`src/rtl/lmc_control_fsm_if.sv`:
```
// Control/datapath bundle between lmc_control_fsm (master) and the multicycle LEGv8 datapath (slave).
interface lmc_control_fsm_if;
    logic [10:0] Op;
    logic        zero;
    logic        mem_ready;
    logic [3:0]  ALUControl;
    logic [1:0]  ALUSrcA;
    logic [1:0]  ALUSrcB;
    logic        IorD;
    logic        MemRead;
    logic        MemWrite;
    logic        IRWrite;
    logic        PCWrite;
    logic        RegWrite;
    logic        PCSrc;
    logic        MemtoReg;
    logic        Reg2Loc;
    logic        exc;
    logic [3:0]  state_o;

    modport master (
        input  Op, zero, mem_ready,
        output ALUControl, ALUSrcA, ALUSrcB, IorD, MemRead, MemWrite,
               IRWrite, PCWrite, RegWrite, PCSrc, MemtoReg, Reg2Loc, exc, state_o
    );

    modport slave (
        output Op, zero, mem_ready,
        input  ALUControl, ALUSrcA, ALUSrcB, IorD, MemRead, MemWrite,
               IRWrite, PCWrite, RegWrite, PCSrc, MemtoReg, Reg2Loc, exc, state_o
    );
endinterface

```
`src/rtl/lmc_control_fsm.sv`:
```
// Multicycle LEGv8 control FSM with memory-ready stalls; state_o codes FETCH=0 .. JUMP=9, EXC=10.
// Optional LMC_ILLEGAL_TRAP_EN: undecoded opcodes trap into a sticky EXC state instead of acting as NOPs.
module lmc_control_fsm (
    input  logic              clk,
    input  logic              reset,
    lmc_control_fsm_if.master bus
);

    typedef enum logic [3:0] {
        S_FETCH    = 4'd0,
        S_DECODE   = 4'd1,
        S_EXEC_R   = 4'd2,
        S_RWB      = 4'd3,
        S_MEM_ADDR = 4'd4,
        S_MEM_RD   = 4'd5,
        S_MEM_WB   = 4'd6,
        S_MEM_WR   = 4'd7,
        S_BRANCH   = 4'd8,
        S_JUMP     = 4'd9
`ifdef LMC_ILLEGAL_TRAP_EN
        , S_EXC    = 4'd10
`endif
    } state_t;

    localparam logic [3:0] ALU_AND  = 4'b0000;
    localparam logic [3:0] ALU_ORR  = 4'b0001;
    localparam logic [3:0] ALU_ADD  = 4'b0010;
    localparam logic [3:0] ALU_SUB  = 4'b0110;
    localparam logic [3:0] ALU_PASS = 4'b0111;

    state_t      state;
    state_t      next;

    logic        is_r;
    logic        is_ldur;
    logic        is_stur;
    logic        is_cbz;
    logic        is_b;
    logic [3:0]  r_alu;

    logic [3:0]  alu;
    logic [1:0]  src_a;
    logic [1:0]  src_b;
    logic        i_or_d;
    logic        mem_read;
    logic        mem_write;
    logic        ir_write;
    logic        pc_write;
    logic        reg_write;
    logic        pc_src;
    logic        mem_to_reg;
    logic        reg2loc;
    logic        exc_flag;

    always_comb begin
        is_r    = 1'b0;
        is_ldur = 1'b0;
        is_stur = 1'b0;
        is_cbz  = 1'b0;
        is_b    = 1'b0;
        r_alu   = ALU_ADD;
        casez (bus.Op)
            11'b10001011000: begin is_r = 1'b1; r_alu = ALU_ADD; end
            11'b11001011000: begin is_r = 1'b1; r_alu = ALU_SUB; end
            11'b10001010000: begin is_r = 1'b1; r_alu = ALU_AND; end
            11'b10101010000: begin is_r = 1'b1; r_alu = ALU_ORR; end
            11'b11111000010: is_ldur = 1'b1;
            11'b11111000000: is_stur = 1'b1;
            11'b10110100???: is_cbz  = 1'b1;
            11'b000101?????: is_b    = 1'b1;
            default: ;
        endcase
    end

    always_ff @(posedge clk) begin
        if (!reset) begin
            state <= S_FETCH;
        end else begin
            state <= next;
        end
    end

    always_comb begin
        next       = state;
        alu        = ALU_AND;
        src_a      = 2'b00;
        src_b      = 2'b00;
        i_or_d     = 1'b0;
        mem_read   = 1'b0;
        mem_write  = 1'b0;
        ir_write   = 1'b0;
        pc_write   = 1'b0;
        reg_write  = 1'b0;
        pc_src     = 1'b0;
        mem_to_reg = 1'b0;
        reg2loc    = 1'b0;
        exc_flag   = 1'b0;

        case (state)
            S_FETCH: begin
                mem_read = 1'b1;
                src_b    = 2'b01;
                alu      = ALU_ADD;
                ir_write = bus.mem_ready;
                pc_write = bus.mem_ready;
                if (bus.mem_ready) next = S_DECODE;
            end
            S_DECODE: begin
                // Compute the branch target now so BRANCH/JUMP can load it from ALUOut.
                src_a   = 2'b01;
                src_b   = 2'b11;
                alu     = ALU_ADD;
                reg2loc = is_stur | is_cbz;
                if (is_r)                  next = S_EXEC_R;
                else if (is_ldur | is_stur) next = S_MEM_ADDR;
                else if (is_cbz)           next = S_BRANCH;
                else if (is_b)             next = S_JUMP;
`ifdef LMC_ILLEGAL_TRAP_EN
                else                       next = S_EXC;
`else
                else                       next = S_FETCH;
`endif
            end
            S_EXEC_R: begin
                src_a = 2'b10;
                src_b = 2'b00;
                alu   = r_alu;
                next  = S_RWB;
            end
            S_RWB: begin
                reg_write = 1'b1;
                next      = S_FETCH;
            end
            S_MEM_ADDR: begin
                src_a = 2'b10;
                src_b = 2'b10;
                alu   = ALU_ADD;
                if (is_stur)      next = S_MEM_WR;
                else if (is_ldur) next = S_MEM_RD;
                else              next = S_FETCH;
            end
            S_MEM_RD: begin
                mem_read = 1'b1;
                i_or_d   = 1'b1;
                if (bus.mem_ready) next = S_MEM_WB;
            end
            S_MEM_WB: begin
                reg_write  = 1'b1;
                mem_to_reg = 1'b1;
                next       = S_FETCH;
            end
            S_MEM_WR: begin
                mem_write = 1'b1;
                i_or_d    = 1'b1;
                reg2loc   = 1'b1;
                if (bus.mem_ready) next = S_FETCH;
            end
            S_BRANCH: begin
                src_b    = 2'b00;
                reg2loc  = 1'b1;
                alu      = ALU_PASS;
                pc_src   = 1'b1;
                pc_write = bus.zero;
                next     = S_FETCH;
            end
            S_JUMP: begin
                pc_write = 1'b1;
                pc_src   = 1'b1;
                next     = S_FETCH;
            end
`ifdef LMC_ILLEGAL_TRAP_EN
            S_EXC: begin
                exc_flag = 1'b1;
                next     = S_EXC;
            end
`endif
            default: next = S_FETCH;
        endcase

        // Reset gates every output combinationally so an in-flight strobe drops in the reset cycle.
        if (!reset) begin
            alu        = '0;
            src_a      = '0;
            src_b      = '0;
            i_or_d     = 1'b0;
            mem_read   = 1'b0;
            mem_write  = 1'b0;
            ir_write   = 1'b0;
            pc_write   = 1'b0;
            reg_write  = 1'b0;
            pc_src     = 1'b0;
            mem_to_reg = 1'b0;
            reg2loc    = 1'b0;
            exc_flag   = 1'b0;
        end
    end

    assign bus.ALUControl = alu;
    assign bus.ALUSrcA    = src_a;
    assign bus.ALUSrcB    = src_b;
    assign bus.IorD       = i_or_d;
    assign bus.MemRead    = mem_read;
    assign bus.MemWrite   = mem_write;
    assign bus.IRWrite    = ir_write;
    assign bus.PCWrite    = pc_write;
    assign bus.RegWrite   = reg_write;
    assign bus.PCSrc      = pc_src;
    assign bus.MemtoReg   = mem_to_reg;
    assign bus.Reg2Loc    = reg2loc;
    assign bus.exc        = exc_flag;
    assign bus.state_o    = reset ? state : S_FETCH;

endmodule

```
`src/flat_wrapper.sv`:
```
// flat-port wrapper written by rule: the top's interface ports become plain ports
module lmc_control_fsm_flat 
  (clk, reset, bus_Op, bus_zero, bus_mem_ready, bus_ALUControl, bus_ALUSrcA, bus_ALUSrcB, bus_IorD, bus_MemRead, bus_MemWrite, bus_IRWrite, bus_PCWrite, bus_RegWrite, bus_PCSrc, bus_MemtoReg, bus_Reg2Loc, bus_exc, bus_state_o);
  lmc_control_fsm_if bus_i ();
  input  logic clk;
  input  logic reset;
  input wire logic [$bits(bus_i.Op)-1:0] bus_Op;
  input wire logic [$bits(bus_i.zero)-1:0] bus_zero;
  input wire logic [$bits(bus_i.mem_ready)-1:0] bus_mem_ready;
  output wire logic [$bits(bus_i.ALUControl)-1:0] bus_ALUControl;
  output wire logic [$bits(bus_i.ALUSrcA)-1:0] bus_ALUSrcA;
  output wire logic [$bits(bus_i.ALUSrcB)-1:0] bus_ALUSrcB;
  output wire logic [$bits(bus_i.IorD)-1:0] bus_IorD;
  output wire logic [$bits(bus_i.MemRead)-1:0] bus_MemRead;
  output wire logic [$bits(bus_i.MemWrite)-1:0] bus_MemWrite;
  output wire logic [$bits(bus_i.IRWrite)-1:0] bus_IRWrite;
  output wire logic [$bits(bus_i.PCWrite)-1:0] bus_PCWrite;
  output wire logic [$bits(bus_i.RegWrite)-1:0] bus_RegWrite;
  output wire logic [$bits(bus_i.PCSrc)-1:0] bus_PCSrc;
  output wire logic [$bits(bus_i.MemtoReg)-1:0] bus_MemtoReg;
  output wire logic [$bits(bus_i.Reg2Loc)-1:0] bus_Reg2Loc;
  output wire logic [$bits(bus_i.exc)-1:0] bus_exc;
  output wire logic [$bits(bus_i.state_o)-1:0] bus_state_o;
  assign bus_i.Op = bus_Op;
  assign bus_i.zero = bus_zero;
  assign bus_i.mem_ready = bus_mem_ready;
  assign bus_ALUControl = bus_i.ALUControl;
  assign bus_ALUSrcA = bus_i.ALUSrcA;
  assign bus_ALUSrcB = bus_i.ALUSrcB;
  assign bus_IorD = bus_i.IorD;
  assign bus_MemRead = bus_i.MemRead;
  assign bus_MemWrite = bus_i.MemWrite;
  assign bus_IRWrite = bus_i.IRWrite;
  assign bus_PCWrite = bus_i.PCWrite;
  assign bus_RegWrite = bus_i.RegWrite;
  assign bus_PCSrc = bus_i.PCSrc;
  assign bus_MemtoReg = bus_i.MemtoReg;
  assign bus_Reg2Loc = bus_i.Reg2Loc;
  assign bus_exc = bus_i.exc;
  assign bus_state_o = bus_i.state_o;
  lmc_control_fsm u_core (.clk(clk), .reset(reset), .bus(bus_i));
endmodule
```
`config.mk`:
```
export PLATFORM = sky130hd
export DESIGN_NAME = lmc_control_fsm_flat
export DESIGN_NICKNAME = d
export VERILOG_FILES = /design/src/rtl/lmc_control_fsm_if.sv /design/src/rtl/lmc_control_fsm.sv /design/src/flat_wrapper.sv
export SDC_FILE = /design/constraint.sdc
export NUM_CORES = 1
export LEC_CHECK = 0
export BUFFER_PORTS_ARGS = -buffer_cell sky130_fd_sc_hd__buf_2
export CORE_MARGIN = 3
export CORE_UTILIZATION = 40
export CTS_CLUSTER_DIAMETER = 120
export DETAILED_ROUTE_END_ITERATION = 8
export PLACE_DENSITY = 0.75
export SLEW_MARGIN = 20
export SYNTH_ARGS = -nofsm -noshare
export SYNTH_HDL_FRONTEND = slang
export SYNTH_SLANG_ARGS = --single-unit
```
`constraint.sdc`:
```
create_clock -name clk -period 2.8 [get_ports clk]
set_input_delay 0 -clock clk [delete_from_list [all_inputs] [get_ports clk]]
set_output_delay 0 -clock clk [all_outputs]
set_load 0.01 [all_outputs]
```
==> results of run 1 <==
-- power breakdown --
group          total, uW  leakage, uW  internal [uW]  switching (uW)
Clock               69.9    0.0000138           47.9            22.1
Combinational       61.2     0.000327           27.1            34.1
Sequential          63.5    0.0000325           58.6            4.88
-- area by class of cell --
class / count / area, um2
fill: 160 / 580.6
multi-input combinational: 82 / 503.0
timing repair buffer: 34 / 170.2
sequential: 4 / 80.08
clock buffer: 3 / 22.52
tap: 15 / 18.77
inverter: 2 / 7.507
-- metal layers --
layer / wire length, um / track usage [%] / up-vias
li1: - / - / 404
met1: 779 / 24.00 / 353
met2: 866 / 31.48 / 32
met3: 137 / 2.372 / 0
met4: 0 / 5.263 / 0
met5: 0 / 0 / -
-- layout by cell type, fill, tap and decap left out, types with 3 or more instances in the layout --
master,netlist,routed
sky130_fd_sc_hd__nor3_1,6,6
sky130_fd_sc_hd__dfxtp_1,4,4
sky130_fd_sc_hd__nand2_1,4,4
sky130_fd_sc_hd__nand2b_1,6,6
sky130_fd_sc_hd__a21oi_1,6,6
sky130_fd_sc_hd__a211oi_1,3,3
sky130_fd_sc_hd__and2_1,6,6
sky130_fd_sc_hd__o21ai_0,4,4
sky130_fd_sc_hd__nor2_1,14,14
sky130_fd_sc_hd__nor2b_1,3,3
sky130_fd_sc_hd__buf_2,1,34
sky130_fd_sc_hd__clkbuf_4,0,3
-- cell families (layout without fill, tap and decap cells) --
kind of cell,Yosys count,in the layout,share of synthesized area (%)
compound gates,22,22,24.80
simple gates,55,55,50.00
flops,4,4,12.80
fa+ha+maj,1,1,1.600
xor+xnor,2,2,2.801
other cells,1,2,0.5994
buf+inv,10,39,7.399
-- worst min-delay path: cells and delay by family --
kind / cells / cell delay [ns]
buffers and inverters: 1 / 0.10
AOI/OAI and AO/OA: 1 / 0.07
and+or+nand+nor: 1 / 0.11
-- path summary, 6_finish.rpt --
check	startpoint	to	slack, ns	depth (start not counted)
worst max register to register	u_core.state[0]	u_core.state[0]	1.01	4
worst min register to register	u_core.state[0]	u_core.state[3]	0.78	2
worst max-delay path	u_core.state[0]	u_core.state[0]	1.01	4
worst min-delay path	bus_Op[1]	u_core.state[1]	0.10	3
-- metrics by stage --
step           hold WS (ns)  setup WS, ns
2_1_floorplan        0.1212         1.345
3_5_place_dp         0.3188         1.036
3_3_place_gp         0.3119         1.115
6_report             0.1027         1.007
5_1_grt              0.1132        0.8324
4_1_cts             0.09907         1.020
==> results_tabular.tex, run 1 <==
\begin{tabular}{lr}
\hline
Metric & Value \\
\hline
\multicolumn{2}{l}{\textbf{Floorplan}} \\
\quad Floorplan die area & 2074 um2 \\
\quad Number of top-level pins & 37 \\
\quad Starting density of the core & 45.25\% \\
\quad Core footprint & 1383 um2 \\
\quad Die X-Extent & 45.55 um \\
\quad Number of standard-cell rows in the floorplan & 13 \\
\quad Die height & 45.55 um \\
\multicolumn{2}{l}{\textbf{Global routing}} \\
\quad Maximum number of pins on one net before global-route repair & 21 \\
\quad GRT Overall Usage & 18.50\% \\
\quad Initial antenna violation count & 0 \\
\quad Remaining global-route overflow & 0 \\
\quad First-pass GRT wire length & 2980 um \\
\quad Via count of the first global-routing pass & 698 \\
\multicolumn{2}{l}{\textbf{CTS}} \\
\quad Deepest clock path buffer count & 2 \\
\quad Clock slew at the register clock pins of the worst setup and hold paths & 0.04 ns \\
\quad Depth of the CTS H-tree & 1 \\
\quad Clk\_lat worst skew & 0.23 ns \\
\quad Count of clock tree sinks & 4 \\
\quad Number of buffers inserted during clock tree synthesis & 3 \\
\quad CTS tree & built \\
\quad Number of gates resized after cts & 0 \\
\quad Post CTS Setup Buffer Count & 0 \\
\quad Clock root buffer master & sky130\_fd\_sc\_hd\_\_clkbuf\_4 \\
\quad Hold Buf Count CTS & 0 \\
\multicolumn{2}{l}{\textbf{Worst setup path}} \\
\quad Highest fanout seen on the critical path & 16 \\
\quad Cell type of the slowest stage on the worst timing path & sky130\_fd\_sc\_hd\_\_dfxtp\_1 \\
\quad Category of cells accounting for the largest share of critical-path delay & simple AND/OR/NAND/NOR gates \\
\quad Ordered list of cells on the worst path & or4b\_1 > nor2\_1 > a21oi\_1 > a2111oi\_2 \\
\quad Startpoint type of the worst setup path & flip-flop \\
\quad Slowest stage delay, CP & 0.61 ns \\
\quad Data required time of the critical path & 2.92 ns \\
\quad WP buf/inv & 0 \\
\quad Worst endpoint data arrival time & 1.92 ns \\
\quad Crit path kind & reg2reg \\
\quad Crit. End Element & flip-flop \\
\multicolumn{2}{l}{\textbf{Logic synthesis}} \\
\quad Synthesized instance count & 95 \\
\quad Top cell type by total area after synthesis & sky130\_fd\_sc\_hd\_\_dfxtp\_1 \\
\quad Synthesized area per cell & 6.585 um2 \\
\quad Number of flip-flops and latches in the synthesized netlist & 4 \\
\quad Number of enable flip-flop cells after synthesis & 0 \\
\quad Ranking of synthesized cells by area & sky130\_fd\_sc\_hd\_\_dfxtp\_1 (13\%), sky130\_fd\_sc\_hd\_\_nor2\_1 (8.4\%), sky130\_fd\_sc\_hd\_\_and2\_1 (6.0\%) \\
\quad Top post-synthesis cells by count & sky130\_fd\_sc\_hd\_\_nor2\_1 (14), sky130\_fd\_sc\_hd\_\_a21oi\_1 (6), sky130\_fd\_sc\_hd\_\_and2\_1 (6), sky130\_fd\_sc\_hd\_\_nand2b\_1 (6), sky130\_fd\_sc\_hd\_\_nor3\_1 (6) \\
\quad Number of distinct library cell variants in the gate-level netlist after synthesis & 37 \\
\quad Yosys warning count & 0 \\
\quad Most numerous cell in the Yosys netlist & sky130\_fd\_sc\_hd\_\_nor2\_1 \\
\quad Asr flop ratio synth & 0\% \\
\quad Share of the synthesized area in the top cell type & 12.80\% \\
\quad Leading register cell type out of synthesis & sky130\_fd\_sc\_hd\_\_dfxtp\_1 \\
\quad Post-synthesis instance area & 625.6 um2 \\
\quad Sequential-to-total area share from yosys stat & 12.80\% \\
\multicolumn{2}{l}{\textbf{Final layout}} \\
\quad Largest register FFs & 4 \\
\quad Area added between synthesis and finish & 28.20\% \\
\quad Total Nets Final & 142 \\
\quad Final non-filler cell total & 140 \\
\quad Core occupancy in the finished layout & 58.01\% \\
\quad Antenna diodes & 0 \\
\quad Post-layout instance area & 802.0 um2 \\
\quad Registers with the most flip-flops & u\_core.state x4 \\
\quad Fraction of layout cells with a size suffix above 1 & 32.80\% \\
\quad Largest register by flop count & u\_core.state \\
\multicolumn{2}{l}{\textbf{Detailed routing}} \\
\quad Routed length per instance & 12.74 um \\
\quad Antenna-violating nets left & 0 \\
\quad Drc violations & 0 \\
\quad Wirelength, routed & 1784 um \\
\quad Overall via count from detail\_route & 789 \\
\quad Via density per instance & 5.636 \\
\quad Initial drt markers & 16 \\
\quad TritonRoute pass-1 iters & 4 \\
\multicolumn{2}{l}{\textbf{STA}} \\
\quad Count of pins over their slew limit & 0 \\
\quad Minimum period implied by the final worst setup slack & 1.793 ns \\
\quad Setup skew after layout & 0.002010 ns \\
\quad Worst relative slew slack & 59.25\% \\
\quad Count of final hold-check violations & 0 \\
\quad Setup\_tns & 0 ns \\
\quad Setup-violating endpoint count in the final report & 0 \\
\quad Portion of the clock cycle consumed by the worst path in the final layout & 64.05\% \\
\quad Unrepaired setup endpoints after global routing & no \\
\quad Measured slew at the worst slew-check pin & 0.6105 ns \\
\quad Highest attainable clock frequency & 557.6 MHz \\
\multicolumn{2}{l}{\textbf{Min path}} \\
\quad Hold WC Path Type & in2reg \\
\multicolumn{2}{l}{\textbf{Placement}} \\
\quad Placed Instance Area & 779.5 um2 \\
\quad Placer congestion estimate & 0.8254 \\
\quad DP HPWL & 1377 um \\
\quad I/O Buffers & 34 \\
\quad Cell count after placement & 137 \\
\multicolumn{2}{l}{\textbf{Pwr}} \\
\quad Total power & 194.6 uW \\
\quad Power Density & 242.6 nW/um2 \\
\quad Leakage power figure & 0.0003735 uW \\
\quad Worst-case vdd ir drop & 0.1647 mV \\
\multicolumn{2}{l}{\textbf{Outcome}} \\
\quad Result of the run & completed \\
\multicolumn{2}{l}{\textbf{Flow run}} \\
\quad Maximum Capacitance Violations & 0 \\
\hline
\end{tabular}
(Power assumes the default switching activity.)
==> inputs of run 2 (changes only) <==
- CORE_UTILIZATION: 40 -> 38
- PLACE_DENSITY: 0.75 -> 0.74
- clock period: 2.8 -> 1.5 ns (I/O delays scaled with it)
==> results_tabular.tex, run 2 (synthesized netlist as in run 1, its figures left out) <==
\begin{tabular}{lr}
\hline
Metric & Value \\
\hline
\multicolumn{2}{l}{\textbf{Outcome}} \\
\quad Result of the run & complete, but fails checks \\
\quad Failing checks & setup timing \\
\multicolumn{2}{l}{\textbf{Worst setup path}} \\
\quad Crit. End Element & flip-flop \\
\quad Depth of the worst register-to-register path & 4 \\
\quad Worst endpoint data arrival time & 1.65 ns \\
\quad Data required time of the critical path & 1.62 ns \\
\quad Highest fanout seen on the critical path & 2 \\
\quad Crit path kind & reg2reg \\
\quad Startpoint type of the worst setup path & flip-flop \\
\multicolumn{2}{l}{\textbf{Global routing}} \\
\quad Initial antenna violation count & 0 \\
\quad First-pass GRT wire length & 3174 um \\
\quad Remaining global-route overflow & 0 \\
\quad GRT Overall Usage & 19.91\% \\
\quad Via count of the first global-routing pass & 751 \\
\quad Maximum number of pins on one net before global-route repair & 13 \\
\multicolumn{2}{l}{\textbf{CTS}} \\
\quad Clock root buffer master & sky130\_fd\_sc\_hd\_\_clkbuf\_4 \\
\quad Deepest clock path buffer count & 2 \\
\quad Depth of the CTS H-tree & 1 \\
\quad Clk\_lat worst skew & 0.24 ns \\
\quad Clock slew at the register clock pins of the worst setup and hold paths & 0.04 ns \\
\quad Count of clock tree sinks & 4 \\
\quad CTS tree & built \\
\quad Number of buffers inserted during clock tree synthesis & 3 \\
\multicolumn{2}{l}{\textbf{Floorplan}} \\
\quad Number of top-level pins & 37 \\
\quad Core footprint & 1524 um2 \\
\quad Floorplan die area & 2169 um2 \\
\quad Die X-Extent & 46.58 um \\
\quad Number of standard-cell rows in the floorplan & 14 \\
\quad Starting density of the core & 41.05\% \\
\quad Die height & 46.58 um \\
\multicolumn{2}{l}{\textbf{STA}} \\
\quad Measured slew at the worst slew-check pin & 0.5092 ns \\
\quad Setup skew after layout & 0.004088 ns \\
\quad Count of final hold-check violations & 0 \\
\quad Portion of the clock cycle consumed by the worst path in the final layout & 102.2\% \\
\quad Minimum period implied by the final worst setup slack & 1.534 ns \\
\quad Setup-violating endpoint count in the final report & 1 \\
\quad Worst relative slew slack & 65.57\% \\
\quad Count of pins over their slew limit & 0 \\
\quad Worst setup slack after layout & -0.03369 ns \\
\quad Highest attainable clock frequency & 652.0 MHz \\
\quad Unrepaired setup endpoints after global routing & yes \\
\multicolumn{2}{l}{\textbf{Detailed routing}} \\
\quad Drc violations & 0 \\
\quad Via density per instance & 5.758 \\
\quad Overall via count from detail\_route & 881 \\
\quad Antenna-violating nets left & 0 \\
\quad Initial drt markers & 17 \\
\quad TritonRoute pass-1 iters & 4 \\
\quad Wirelength, routed & 2164 um \\
\quad Routed length per instance & 14.14 um \\
\multicolumn{2}{l}{\textbf{Placement}} \\
\quad Cell count after placement & 145 \\
\quad DP HPWL & 1541 um \\
\quad Placer congestion estimate & 0.8608 \\
\quad Setup slack at placement & -0.08985 ns \\
\quad I/O Buffers & 34 \\
\multicolumn{2}{l}{\textbf{Final layout}} \\
\quad Fraction of layout cells with a size suffix above 1 & 48.91\% \\
\quad Final non-filler cell total & 153 \\
\quad Area of the multi-input gates & 570.5 um2 \\
\quad Area added between synthesis and finish & 56.20\% \\
\quad Total Nets Final & 154 \\
\quad Largest register FFs & 4 \\
\quad Count of fill cells added during filler insertion & 137 \\
\quad Commonest cells after routing, fill and taps aside & sky130\_fd\_sc\_hd\_\_buf\_2 (34), sky130\_fd\_sc\_hd\_\_nor2\_1 (11), sky130\_fd\_sc\_hd\_\_buf\_4 (10) \\
\quad Commonest non-fill, non-tap cell in the layout & sky130\_fd\_sc\_hd\_\_buf\_2 \\
\quad Core occupancy in the finished layout & 64.12\% \\
\quad Sequential Area & 85.08 um2 \\
\quad Antenna diodes & 0 \\
\quad Largest register by flop count & u\_core.state \\
\quad Registers with the most flip-flops & u\_core.state x4 \\
\multicolumn{2}{l}{\textbf{Pwr}} \\
\quad Leakage power figure & 0.0004491 uW \\
\quad Power Density & 408.1 nW/um2 \\
\quad Total power & 398.8 uW \\
\quad Worst-case vdd ir drop & 0.3377 mV \\
\multicolumn{2}{l}{\textbf{Flow run}} \\
\quad Maximum Capacitance Violations & 0 \\
\multicolumn{2}{l}{\textbf{Min path}} \\
\quad Cell depth of the worst min-delay path & 3 \\
\quad Hold WC Path Type & in2reg \\
\hline
\end{tabular}
==> run 2: changes by cell type in the layout (fill, tap and decap cells not counted), sizes merged <==
cell,previous run,this run
buf,34,46
==> run 2: worst paths after layout <==
path / startpoint / to / slack (ns)
setup / recovery: u_core.state[2] / u_core.state[0] / -0.03
hold / removal: bus_Op[1] / u_core.state[1] / 0.07
setup reg to reg: u_core.state[2] / u_core.state[0] / -0.03
hold reg to reg: u_core.state[1] / u_core.state[1] / 0.74
==> run 2: area by class of cell <==
type | instances | share of cell area [%]
multi-input combinational | 82 | 58.39
timing repair buffer | 46 | 27.78
sequential | 4 | 8.707
clock buffer | 3 | 2.305
tap | 16 | 2.049
inverter | 2 | 0.7682
==> run 2: report_power, final <==
part / leakage (uW) / internal (uW) / switching, uW
logic: 0.000402 / 67.3 / 83.9
registers: 0.0000336 / 109 / 3.26
clock network: 0.0000138 / 89.6 / 45.5
==> run 2: what timing repair did <==
| action | 4_1_cts | 5_1_grt |
|---|---|---|
| resized for setup | 8 | 13 |
| setup buffers | 2 | 3 |
| hold buffers | 0 | 0 |
| setup endpoints to repair | 3 | 5 |
| pin swaps | 4 | 5 |
==> run 2: routing by layer <==
metal  global-route usage [%]  up-vias  wire length (um)
li1                         -      425                 -
met1                    22.30      416               870
met2                    36.54       36              1118
met3                    1.953        4               147
met4                    9.659        0                27
met5                        0        -                 0
==> run 2: metrics by stage <==
| stage | setup TNS (ns) | hold WS [ns] | instance area, um2 |
|---|---|---|---|
| after floorplan | 0 | 0.1212 | 629.4 |
| after global placement | 0 | 0.3046 | 833.3 |
| after detailed placement | -0.08985 | 0.3138 | 833.3 |
| after CTS | 0 | 0.06834 | 894.6 |
| after global routing | -0.1618 | 0.1036 | 977.2 |
| final | -0.03369 | 0.07183 | 977.2 |
==> run 2: worst max-delay path: stages, from the launching register on <==
cell and delay, ns:
sky130_fd_sc_hd__dfxtp_1 0.31, sky130_fd_sc_hd__or4b_4 0.56, sky130_fd_sc_hd__nor2_4 0.11, sky130_fd_sc_hd__a21oi_2 0.08, sky130_fd_sc_hd__a2111oi_4 0.36
